[src/rtl/prg_ray_ingress_if.sv]
// -----------------------------------------------------------------------------
// prg_ray_ingress_if
// Bundles the ray-ingress block's streaming links:
//   prg_to_shader_*  : primary rays arriving from the ray generator
//                      (valid/stall, data = {pixelID, origin xyz, dir xyz})
//   trav_*           : {rayID, origin, dir} leaving towards traversal
//   retire_*         : ray-finished notifications carrying the ray ID
//   pixel_*          : pixel ID looked up for each retired ray
// Modports:
//   slave  : the ingress block itself
//   master : the surrounding environment (generator, traversal, retire source)
// -----------------------------------------------------------------------------
interface prg_ray_ingress_if #(
    parameter int RID_W = 6,
    parameter int PIX_W = 19
);
    localparam int GEOM_W = 192;
    localparam int RAY_W  = PIX_W + GEOM_W;
    localparam int TRAV_W = GEOM_W + RID_W;

    logic              prg_to_shader_valid;
    logic [RAY_W-1:0]  prg_to_shader_data;
    logic              prg_to_shader_stall;

    logic              trav_valid;
    logic [TRAV_W-1:0] trav_data;
    logic              trav_stall;

    logic              retire_valid;
    logic [RID_W-1:0]  retire_rayID;

    logic              pixel_valid;
    logic [PIX_W-1:0]  pixel_id;

    modport slave (
        input  prg_to_shader_valid, prg_to_shader_data, trav_stall,
               retire_valid, retire_rayID,
        output prg_to_shader_stall, trav_valid, trav_data,
               pixel_valid, pixel_id
    );

    modport master (
        output prg_to_shader_valid, prg_to_shader_data, trav_stall,
               retire_valid, retire_rayID,
        input  prg_to_shader_stall, trav_valid, trav_data,
               pixel_valid, pixel_id
    );
endinterface

[src/rtl/prg_ray_ingress.sv]
// -----------------------------------------------------------------------------
// prg_ray_ingress
// Shader-side receiver for primary rays. Each accepted ray is given a ray ID
// from a free list, its pixel ID is stored in a table indexed by that ray ID,
// and {rayID, origin, dir} is queued in a small output FIFO for traversal.
// When a ray retires, its pixel ID is returned and the ray ID is recycled.
//
// Ports:
//   clk, rst         : clock, synchronous active-high reset
//   bus (slave)      : prg_to_shader valid/data/stall, trav valid/data/stall,
//                      retire valid/rayID, pixel valid/id
//   num_outstanding  : number of ray IDs currently allocated
//   err              : sticky flag, set when a non-allocated ID is retired
// -----------------------------------------------------------------------------
module prg_ray_ingress #(
    parameter int NUM_RAYS  = 64,
    parameter int RID_W     = $clog2(NUM_RAYS),
    parameter int PIX_W     = 19,
    parameter int OUT_DEPTH = 4
) (
    input  logic             clk,
    input  logic             rst,
    prg_ray_ingress_if.slave bus,
    output logic [RID_W:0]   num_outstanding,
    output logic             err
);
    localparam int GEOM_W = 192;
    localparam int TRAV_W = GEOM_W + RID_W;
    localparam int OPTR_W = (OUT_DEPTH > 1) ? $clog2(OUT_DEPTH) : 1;
    localparam int OCNT_W = $clog2(OUT_DEPTH + 1);
    localparam logic [OCNT_W-1:0] OUT_FULL  = OCNT_W'(OUT_DEPTH);
    localparam logic [OPTR_W-1:0] OPTR_LAST = OPTR_W'(OUT_DEPTH - 1);

    // Fresh-ID counter: its MSB sets once all NUM_RAYS IDs have been handed out.
    logic [RID_W:0]    init_cnt_q, init_cnt_d;

    // Recycle FIFO; NUM_RAYS deep, so it can never overflow (IDs are unique).
    logic [RID_W-1:0]  rec_mem_q [NUM_RAYS];
    logic [RID_W-1:0]  rec_rd_q, rec_rd_d;
    logic [RID_W-1:0]  rec_wr_q, rec_wr_d;
    logic [RID_W:0]    rec_cnt_q, rec_cnt_d;

    // Output FIFO towards traversal.
    logic [TRAV_W-1:0] out_mem_q [OUT_DEPTH];
    logic [OPTR_W-1:0] out_rd_q, out_rd_d;
    logic [OPTR_W-1:0] out_wr_q, out_wr_d;
    logic [OCNT_W-1:0] out_cnt_q, out_cnt_d;

    // Ray-info table: pixel ID per ray ID (contents survive reset).
    logic [PIX_W-1:0]  tbl_q [NUM_RAYS];

    logic [NUM_RAYS-1:0] busy_q, busy_d;
    logic [RID_W:0]      nout_q, nout_d;
    logic                err_q, err_d;
    logic                pix_vld_q, pix_vld_d;
    logic [PIX_W-1:0]    pix_id_q, pix_id_d;

    logic              fresh;
    logic              free_empty;
    logic              stall;
    logic              xfer;
    logic              out_pop;
    logic              ret_ok;
    logic              ret_bad;
    logic [RID_W-1:0]  alloc_id;

    // Stall is derived only from registered state, so there is no
    // combinational path from any input to prg_to_shader_stall.
    always_comb begin
        fresh      = ~init_cnt_q[RID_W];
        free_empty = ~fresh && (rec_cnt_q == '0);
        stall      = free_empty || (out_cnt_q == OUT_FULL);
        xfer       = bus.prg_to_shader_valid && ~stall;
        out_pop    = (out_cnt_q != '0) && ~bus.trav_stall;
        ret_ok     = bus.retire_valid &&  busy_q[bus.retire_rayID];
        ret_bad    = bus.retire_valid && ~busy_q[bus.retire_rayID];
        alloc_id   = fresh ? init_cnt_q[RID_W-1:0] : rec_mem_q[rec_rd_q];
    end

    always_comb begin
        init_cnt_d = init_cnt_q;
        rec_rd_d   = rec_rd_q;
        rec_wr_d   = rec_wr_q;
        rec_cnt_d  = rec_cnt_q;
        out_rd_d   = out_rd_q;
        out_wr_d   = out_wr_q;
        out_cnt_d  = out_cnt_q;
        busy_d     = busy_q;
        nout_d     = nout_q;
        err_d      = err_q | ret_bad;
        pix_vld_d  = ret_ok;
        pix_id_d   = pix_id_q;

        // Allocation: fresh IDs take priority until the counter is exhausted.
        if (xfer) begin
            if (fresh) begin
                init_cnt_d = init_cnt_q + 1'b1;
            end else begin
                rec_rd_d = rec_rd_q + 1'b1;
            end
            out_wr_d         = (out_wr_q == OPTR_LAST) ? '0 : out_wr_q + 1'b1;
            busy_d[alloc_id] = 1'b1;
        end

        if (out_pop) begin
            out_rd_d = (out_rd_q == OPTR_LAST) ? '0 : out_rd_q + 1'b1;
        end

        // A retiring ID is always distinct from the one allocated this cycle,
        // because its busy bit was already set; so set and clear cannot collide.
        if (ret_ok) begin
            rec_wr_d                   = rec_wr_q + 1'b1;
            busy_d[bus.retire_rayID]   = 1'b0;
            pix_id_d                   = tbl_q[bus.retire_rayID];
        end

        case ({ret_ok, xfer && ~fresh})
            2'b10:   rec_cnt_d = rec_cnt_q + 1'b1;
            2'b01:   rec_cnt_d = rec_cnt_q - 1'b1;
            default: rec_cnt_d = rec_cnt_q;
        endcase

        case ({xfer, out_pop})
            2'b10:   out_cnt_d = out_cnt_q + 1'b1;
            2'b01:   out_cnt_d = out_cnt_q - 1'b1;
            default: out_cnt_d = out_cnt_q;
        endcase

        case ({xfer, ret_ok})
            2'b10:   nout_d = nout_q + 1'b1;
            2'b01:   nout_d = nout_q - 1'b1;
            default: nout_d = nout_q;
        endcase
    end

    always_ff @(posedge clk) begin
        if (rst) begin
            init_cnt_q <= '0;
            rec_rd_q   <= '0;
            rec_wr_q   <= '0;
            rec_cnt_q  <= '0;
            out_rd_q   <= '0;
            out_wr_q   <= '0;
            out_cnt_q  <= '0;
            busy_q     <= '0;
            nout_q     <= '0;
            err_q      <= 1'b0;
            pix_vld_q  <= 1'b0;
            pix_id_q   <= '0;
        end else begin
            init_cnt_q <= init_cnt_d;
            rec_rd_q   <= rec_rd_d;
            rec_wr_q   <= rec_wr_d;
            rec_cnt_q  <= rec_cnt_d;
            out_rd_q   <= out_rd_d;
            out_wr_q   <= out_wr_d;
            out_cnt_q  <= out_cnt_d;
            busy_q     <= busy_d;
            nout_q     <= nout_d;
            err_q      <= err_d;
            pix_vld_q  <= pix_vld_d;
            pix_id_q   <= pix_id_d;
        end
    end

    // Storage arrays carry data only; they need no reset because the
    // pointers and busy bits define which entries are meaningful.
    always_ff @(posedge clk) begin
        if (xfer) begin
            tbl_q[alloc_id]     <= bus.prg_to_shader_data[GEOM_W+PIX_W-1:GEOM_W];
            out_mem_q[out_wr_q] <= {alloc_id, bus.prg_to_shader_data[GEOM_W-1:0]};
        end
        if (ret_ok) begin
            rec_mem_q[rec_wr_q] <= bus.retire_rayID;
        end
    end

    assign bus.prg_to_shader_stall = stall;
    assign bus.trav_valid          = (out_cnt_q != '0);
    assign bus.trav_data           = out_mem_q[out_rd_q];
    assign bus.pixel_valid         = pix_vld_q;
    assign bus.pixel_id            = pix_id_q;
    assign num_outstanding         = nout_q;
    assign err                     = err_q;

endmodule

[src/flat_wrapper.sv]
// flat-port wrapper written by rule: the top's interface ports become plain ports
module prg_ray_ingress_flat 
#(
    parameter int NUM_RAYS  = 64,
    parameter int RID_W     = $clog2(NUM_RAYS),
    parameter int PIX_W     = 19,
    parameter int OUT_DEPTH = 4
)
  (clk, rst, num_outstanding, err, bus_prg_to_shader_valid, bus_prg_to_shader_data, bus_trav_stall, bus_retire_valid, bus_retire_rayID, bus_prg_to_shader_stall, bus_trav_valid, bus_trav_data, bus_pixel_valid, bus_pixel_id);
  prg_ray_ingress_if #(.RID_W(RID_W), .PIX_W(PIX_W)) bus_i ();
  input  logic clk;
  input  logic rst;
  output logic [RID_W:0] num_outstanding;
  output logic err;
  input wire logic [$bits(bus_i.prg_to_shader_valid)-1:0] bus_prg_to_shader_valid;
  input wire logic [$bits(bus_i.prg_to_shader_data)-1:0] bus_prg_to_shader_data;
  input wire logic [$bits(bus_i.trav_stall)-1:0] bus_trav_stall;
  input wire logic [$bits(bus_i.retire_valid)-1:0] bus_retire_valid;
  input wire logic [$bits(bus_i.retire_rayID)-1:0] bus_retire_rayID;
  output wire logic [$bits(bus_i.prg_to_shader_stall)-1:0] bus_prg_to_shader_stall;
  output wire logic [$bits(bus_i.trav_valid)-1:0] bus_trav_valid;
  output wire logic [$bits(bus_i.trav_data)-1:0] bus_trav_data;
  output wire logic [$bits(bus_i.pixel_valid)-1:0] bus_pixel_valid;
  output wire logic [$bits(bus_i.pixel_id)-1:0] bus_pixel_id;
  assign bus_i.prg_to_shader_valid = bus_prg_to_shader_valid;
  assign bus_i.prg_to_shader_data = bus_prg_to_shader_data;
  assign bus_i.trav_stall = bus_trav_stall;
  assign bus_i.retire_valid = bus_retire_valid;
  assign bus_i.retire_rayID = bus_retire_rayID;
  assign bus_prg_to_shader_stall = bus_i.prg_to_shader_stall;
  assign bus_trav_valid = bus_i.trav_valid;
  assign bus_trav_data = bus_i.trav_data;
  assign bus_pixel_valid = bus_i.pixel_valid;
  assign bus_pixel_id = bus_i.pixel_id;
  prg_ray_ingress #(.NUM_RAYS(NUM_RAYS), .RID_W(RID_W), .PIX_W(PIX_W), .OUT_DEPTH(OUT_DEPTH)) u_core (.clk(clk), .rst(rst), .bus(bus_i), .num_outstanding(num_outstanding), .err(err));
endmodule
[config.mk]
export PLATFORM = sky130hd
export DESIGN_NAME = prg_ray_ingress_flat
export DESIGN_NICKNAME = d
export VERILOG_FILES = /design/src/rtl/prg_ray_ingress_if.sv /design/src/rtl/prg_ray_ingress.sv /design/src/flat_wrapper.sv
export SDC_FILE = /design/constraint.sdc
export NUM_CORES = 2
export LEC_CHECK = 0
export ABC_AREA = 1
export BUFFER_PORTS_ARGS = -buffer_cell sky130_fd_sc_hd__buf_2
export CORE_UTILIZATION = 33
export CTS_CLUSTER_DIAMETER = 60
export DETAILED_ROUTE_END_ITERATION = 16
export PLACE_DENSITY = 0.6
export SLEW_MARGIN = 20
export SYNTH_ARGS = -nofsm -noshare
export SYNTH_HDL_FRONTEND = slang
export SYNTH_SLANG_ARGS = --single-unit
[constraint.sdc]
create_clock -name clk -period 16.55 [get_ports clk]
set_input_delay 1.655 -clock clk [delete_from_list [all_inputs] [get_ports clk]]
set_output_delay 1.655 -clock clk [all_outputs]
set_load 0.05 [all_outputs]
* After elaboration in Yosys (flattened, before gate mapping)
Memory sizes are Yosys's and may differ from the RTL's. A register that Yosys moved wholly into a read port is not among the register bits.
Index checks and enable logic that the tools add are counted.
** Storage, ports and cells
- Memories :: 3
- Bits of input ports :: 222
- RAM bits :: 2392
- Output and inout bits :: 228
- Register bits :: 106
- Logic and storage cells :: 86
** Operators by class
- Equal/unequal tests :: 9
- Multiplexer cells :: 23
- Reductions and logical operators :: 16
- Add/subtract/negate cells :: 11
- Magnitude comparators :: 4
- Bitwise logic cells :: 8
** Memories
- u_core.tbl_q :: depth 64, bits a word 19, rd ports 1, clocked after Yosys merged registers in 1, wr ports 1, line prg_ray_ingress.sv:50 : logic [PIX_W-1:0] tbl_q [NUM_RAYS];
- u_core.out_mem_q :: depth 4, bits a word 198, rd ports 1, clocked after Yosys merged registers in 1, wr ports 1, line prg_ray_ingress.sv:44 : logic [TRAV_W-1:0] out_mem_q [OUT_DEPTH];
- u_core.rec_mem_q :: depth 64, bits a word 6, rd ports 1, clocked after Yosys merged registers in 1, wr ports 1, line prg_ray_ingress.sv:38 : logic [RID_W-1:0] rec_mem_q [NUM_RAYS];
** Operators with widths (count)
- 64-bit two-way mux :: 2
- 64-bit AND :: 1
- 64-bit NOT :: 1
- 64-bit bitwise OR :: 1
- 7-bit one-hot mux with 2 select lines :: 2
- 7-bit by 1-bit adder with 7-bit output (second input constant) :: 3
- 6-bit two-way mux :: 3
- 6-bit by 7-bit < comparator with 1-bit output (second input constant) :: 2
- 7-bit by 1-bit subtractor with 7-bit output (second input constant) :: 2
- 6-bit by 1-bit adder with 6-bit output (second input constant) :: 2
- 1-bit demux with 6-bit select :: 2
- 6-bit by 1-bit >= comparator with 1-bit output (second input constant) :: 2
- 2-bit equality test (second input constant) :: 5
- 1-bit logical AND :: 8
- 2-bit two-way mux :: 4
- 7-bit zero test :: 1
- 1-bit two-way mux :: 7
- 7-bit two-way mux :: 1
- 1-bit binary-select mux with 6-bit select :: 1
- 2-bit by 1-bit equality test with 1-bit output (second input constant) :: 3
- 3-bit one-hot mux with 2 select lines :: 1
- 2-bit nonzero test :: 3
- 2-bit by 1-bit adder with 2-bit output (second input constant) :: 2
- 1-bit NOT :: 4
- other kinds (7) :: 8

* Logic depth before layout (Yosys ltp)
- Depth in word-level cells :: 9
- Gate-level depth with buffers :: 29
- Gate-level depth less buffers :: 25

* Worst setup path after synthesis
No wires, ideal clock.
- Path kind :: input to register
- From :: input bus_prg_to_shader_valid
- To :: memory u_core.out_mem_q[0][0] (netlist name), enable pin
- Path buffers :: 2
- Data required time :: 15790 ps
- Data arrival time :: 10523 ps
- Setup time :: 760 ps
- Cell stages on the path :: 4
- Path slack :: 5267 ps
- Path through :: nand3_1 > buf_2 > clkbuf_1 > nor2_1
** Between the ends
- Longest elaborated chain between the ends :: 3
** RTL lines
- start: declaration :: line flat_wrapper.sv:15 : input wire logic [$bits(bus_i.prg_to_shader_valid)-1:0] bus_prg_to_shader_valid;
- 1-bit logical AND :: line prg_ray_ingress.sv:73 : xfer = bus.prg_to_shader_valid && ~stall;
- 1-bit two-way mux :: line prg_ray_ingress.sv:169 : if (xfer) begin
- 1-bit two-way mux (not written as such) :: line prg_ray_ingress.sv:171 : out_mem_q[out_wr_q] <= {alloc_id, bus.prg_to_shader_data[GEOM_W-1:0]};
- end: declaration :: line prg_ray_ingress.sv:44
No other way between the ends.

==> metrics.log <==
[metrics] overall die width: around 540 µm
[metrics] number of buffers inserted during clock tree synthesis: between 200 and 300
[metrics] proportion of layout cells with a drive suffix above 1: 0.1472
[metrics] Synthesis Warnings: 0
[metrics] largest buffer count on any clock path: 4
[metrics] max-cap check violation count: 0
[metrics] type of origin of the critical path: flop
[metrics] Final GP Congestion: 0.8847
[metrics] unrepaired setup endpoints after global routing: false
[metrics] min Tclk post-route: 6795 ps
[metrics] combined area of all synthesized cells: about 96000 µm²
[metrics] post-route standard cell area excluding fillers: about 110000 µm²
[metrics] number of DRC markers after the initial detailed-route iteration: between 6000 and 7000
[metrics] Final Cycle Share: 0.4106
[metrics] Pleak: between 30 and 40 nW
[metrics] # nets final: 7545
[metrics] via count of the routed design: approximately 60000
[metrics] sequential element share of the synthesized area: 0.7784
[metrics] required time worst endpoint: between 10000 and 15000 ps
[metrics] CTS H-Tree Depth: 5
[metrics] Mapped Nets: around 7100
[metrics] commonest cells in the netlist: 2392 x sky130_fd_sc_hd__edfxtp_1, 956 x sky130_fd_sc_hd__nand2_1, 815 x sky130_fd_sc_hd__nor2_1, 648 x sky130_fd_sc_hd__o21ai_0, 290 x sky130_fd_sc_hd__o22ai_1
[metrics] number of antenna violations at the first check in global routing: 45
[metrics] actual transition at the worst max-transition pin: 1162 ps
[metrics] Net Switching: between 4 and 5 mW
[metrics] CP Capture Type: output port
[metrics] Synth cell types: 53
[metrics] Fin Setup TNS: 0 ps
[metrics] highest ir drop seen on vdd: roughly 96 µV
[metrics] source-to-sink clock delay at the later pin of the worst-skew pair: about 860 ps
[metrics] Vert. Die Dim: 540.5 µm
[metrics] sequential group share of total power: 0.450
[metrics] area of the placeable core: 288100 µm²
[metrics] post-detailed-placement half-perimeter wirelength: around 150000 µm
[metrics] register bit total from synthesis: ~2500
[metrics] Worst Path Class, Setup: flop to output port
[metrics] number of rows in the core area: 197
[metrics] Yosys top cell by area: sky130_fd_sc_hd__edfxtp_1
[metrics] prevailing post-synth register cell: sky130_fd_sc_hd__edfxtp_1
[metrics] io pins: 450
[metrics] tightest slew margin relative to the limit: 0.2207
[metrics] Filler Cell Count: about 27000
[metrics] Power Density: between 100 and 150 nW/µm²
[metrics] post-route DRC violation count: 0
[metrics] Combinational Power Share: 0.178
[metrics] routed wirelength normalized by instance count: approximately 24 µm
[metrics] number of global-route vias before repair: ~57000
[metrics] wire length of the first global-routing pass: between 300000 and 400000 µm
[metrics] area enclosed by the die boundary: 292200 µm²
[metrics] largest net degree at the start of global routing: 231
[metrics] average instance area after synthesis: around 14 µm²
[metrics] number of buffers inserted to repair setup after CTS: 0
[metrics] total iterations of the first detailed-routing run: 8
[metrics] clk sinks: around 2500
[metrics] Gates resized, CTS repair: 0
[metrics] residual antenna-violating net count after detailed routing: 0
[metrics] Initial Util: 0.3321
[metrics] number of cells produced by synthesis: 6844
[metrics] Max Clk Rate: about 150 MHz
[metrics] share of synthesized registers carrying an async set or reset: 0
[metrics] clock transition at the registers of the reported paths: 60 ps
[metrics] clock network power share: 0.372
[metrics] TritonCTS clock tree: built
[metrics] arrival time at the worst endpoint: 5140 ps
[metrics] hold buffer count at cts: 0
[metrics] number of enable flip-flop cells after synthesis: around 2400
[metrics] status: completed
[metrics] max-slew violation count: 0
[metrics] switching part of the total power: 0.3047
[metrics] Port Buffers: 449
[metrics] class of the tightest hold or removal check: flop to flop
[metrics] Tot GR Track Use: 0.1790
[metrics] average vias per placed instance: about 5.3
[metrics] final hold violations: 0
[metrics] area overhead of the layout relative to synthesis: 16.18%
[metrics] Total Routed Length: 272000 µm
[metrics] R2R Setup Slk: 11090 ps
[metrics] final setup violation count: 0
[metrics] worst-path fanout max: 97
[metrics] clock root cell: sky130_fd_sc_hd__clkbuf_16
[metrics] internal portion of total power: between 10 and 15 mW
[metrics] total congestion overflow after global routing: 0
[metrics] clock skew after layout: between 90 and 100 ps
[metrics] top-count cell post-synth: sky130_fd_sc_hd__edfxtp_1
[metrics] Yosys top cell area share: 0.7505
[metrics] Placed Area: between 100000 and 150000 µm²
[metrics] leading post-synthesis cells by cell area: sky130_fd_sc_hd__edfxtp_1 75%, sky130_fd_sc_hd__nand2_1 3.7%, sky130_fd_sc_hd__o21ai_0 3.4%
metrics by stage:
step	power [mW]	cells	worst slack, ps	hold slack [ps]	util
global placement	10.33	10810	10230	448.6	0.3549
finish	16.27	11331	9755	445.9	0.3859
CTS	16.38	11307	9650	451.0	0.3857
global route	16.77	11320	9441	481.5	0.3858
detailed placement	10.38	10810	10140	442.1	0.3549
floorplan	9.419	6844	5267	428.5	-
critical path, cell delays in order (launching register included):
cell and delay, ps:
sky130_fd_sc_hd__dfxtp_4 900, sky130_fd_sc_hd__buf_4 810, sky130_fd_sc_hd__buf_4 590, sky130_fd_sc_hd__buf_4 850
sky130_fd_sc_hd__o21ai_0 230, sky130_fd_sc_hd__o22ai_1 420, sky130_fd_sc_hd__buf_2 370
path summary, 6_finish.rpt:
path,startpoint,to,cells after the start
min reg2reg,u_core.err$_SDFF_PP0_,u_core.err$_SDFF_PP0_,2
max,flop,bus_trav_data[6],6
min,u_core.err$_SDFF_PP0_,u_core.err$_SDFF_PP0_,2
max reg2reg,flop,u_core.tbl_q[39][1]$_DFFE_PP_,16
final cells by class:
type                            count  area (µm²)  area share
Sequential cell                  2525       74510      0.6701
Multi-Input combinational cell   3728       18970      0.1706
Clock buffer                      346        7505     0.06750
Tap cell                         3781        4731     0.04255
Timing Repair Buffer              579        3276     0.02946
Clock inverter                    151        1368     0.01230
Inverter                          197       768.2    0.006910
Antenna cell                       24       60.06   0.0005402
sequential cells by signal, summed over array words and instances (netlist names), 3 cells and up, named ones only:
name	count
u_core.out_cnt_q	3
u_core.rec_rd_q	6
u_core.init_cnt_q	7
u_core.rec_cnt_q	7
u_core.out_mem_q	792
u_core.num_outstanding	7
u_core.rec_wr_q	6
u_core.tbl_q	1216
u_core.bus.pixel_id	19
u_core.busy_q	64
u_core.rec_mem_q	384
power groups by stage:
stage / clock (mW) / combinational [mW] / sequential [mW]
2_1_floorplan: 0 / 1.94 / 7.48
6_report: 6.05 / 2.90 / 7.32
5_1_grt: 6.38 / 3.05 / 7.34
3_3_place_gp: 0 / 2.89 / 7.45
4_1_cts: 6.13 / 2.92 / 7.32
3_5_place_dp: 0 / 2.92 / 7.46
cell usage in the layout, fill, tap and decap left out, types with 53 or more instances in the layout:
master,count
sky130_fd_sc_hd__buf_4,127
sky130_fd_sc_hd__a221oi_1,136
sky130_fd_sc_hd__nand4_1,145
sky130_fd_sc_hd__clkbuf_16,288
sky130_fd_sc_hd__a21oi_1,106
sky130_fd_sc_hd__o21ai_0,648
sky130_fd_sc_hd__buf_2,448
sky130_fd_sc_hd__edfxtp_1,2392
sky130_fd_sc_hd__clkinv_2,53
sky130_fd_sc_hd__nand3_1,139
sky130_fd_sc_hd__a22o_1,104
sky130_fd_sc_hd__o22ai_1,290
sky130_fd_sc_hd__a22oi_1,164
sky130_fd_sc_hd__nand2_1,956
sky130_fd_sc_hd__dfxtp_1,128
sky130_fd_sc_hd__nor2_1,784
sky130_fd_sc_hd__inv_1,165
sky130_fd_sc_hd__o21ai_1,73
metal layers:
layer | track usage | wire length [µm]
met5 | 0 | 175
met4 | 0.06397 | 9434
met3 | 0.03633 | 23560
met2 | 0.2855 | 127000
met1 | 0.2416 | 111800
logic make-up (layout without fill, tap and decap cells):
family / after synthesis / in the layout / share of synthesized area
DFF: 2525 / 2525 / 0.7784
and+or+nand+nor: 2141 / 2141 / 0.09231
AOI/OAI and AO/OA: 1566 / 1566 / 0.1011
buffers and inverters: 591 / 1273 / 0.02573
adders and majority gates: 13 / 13 / 0.001778
xor gates and xnor gates: 8 / 8 / 0.0007322
other: 0 / 24 / 0
Note: power is estimated with default switching activity, not from simulation.
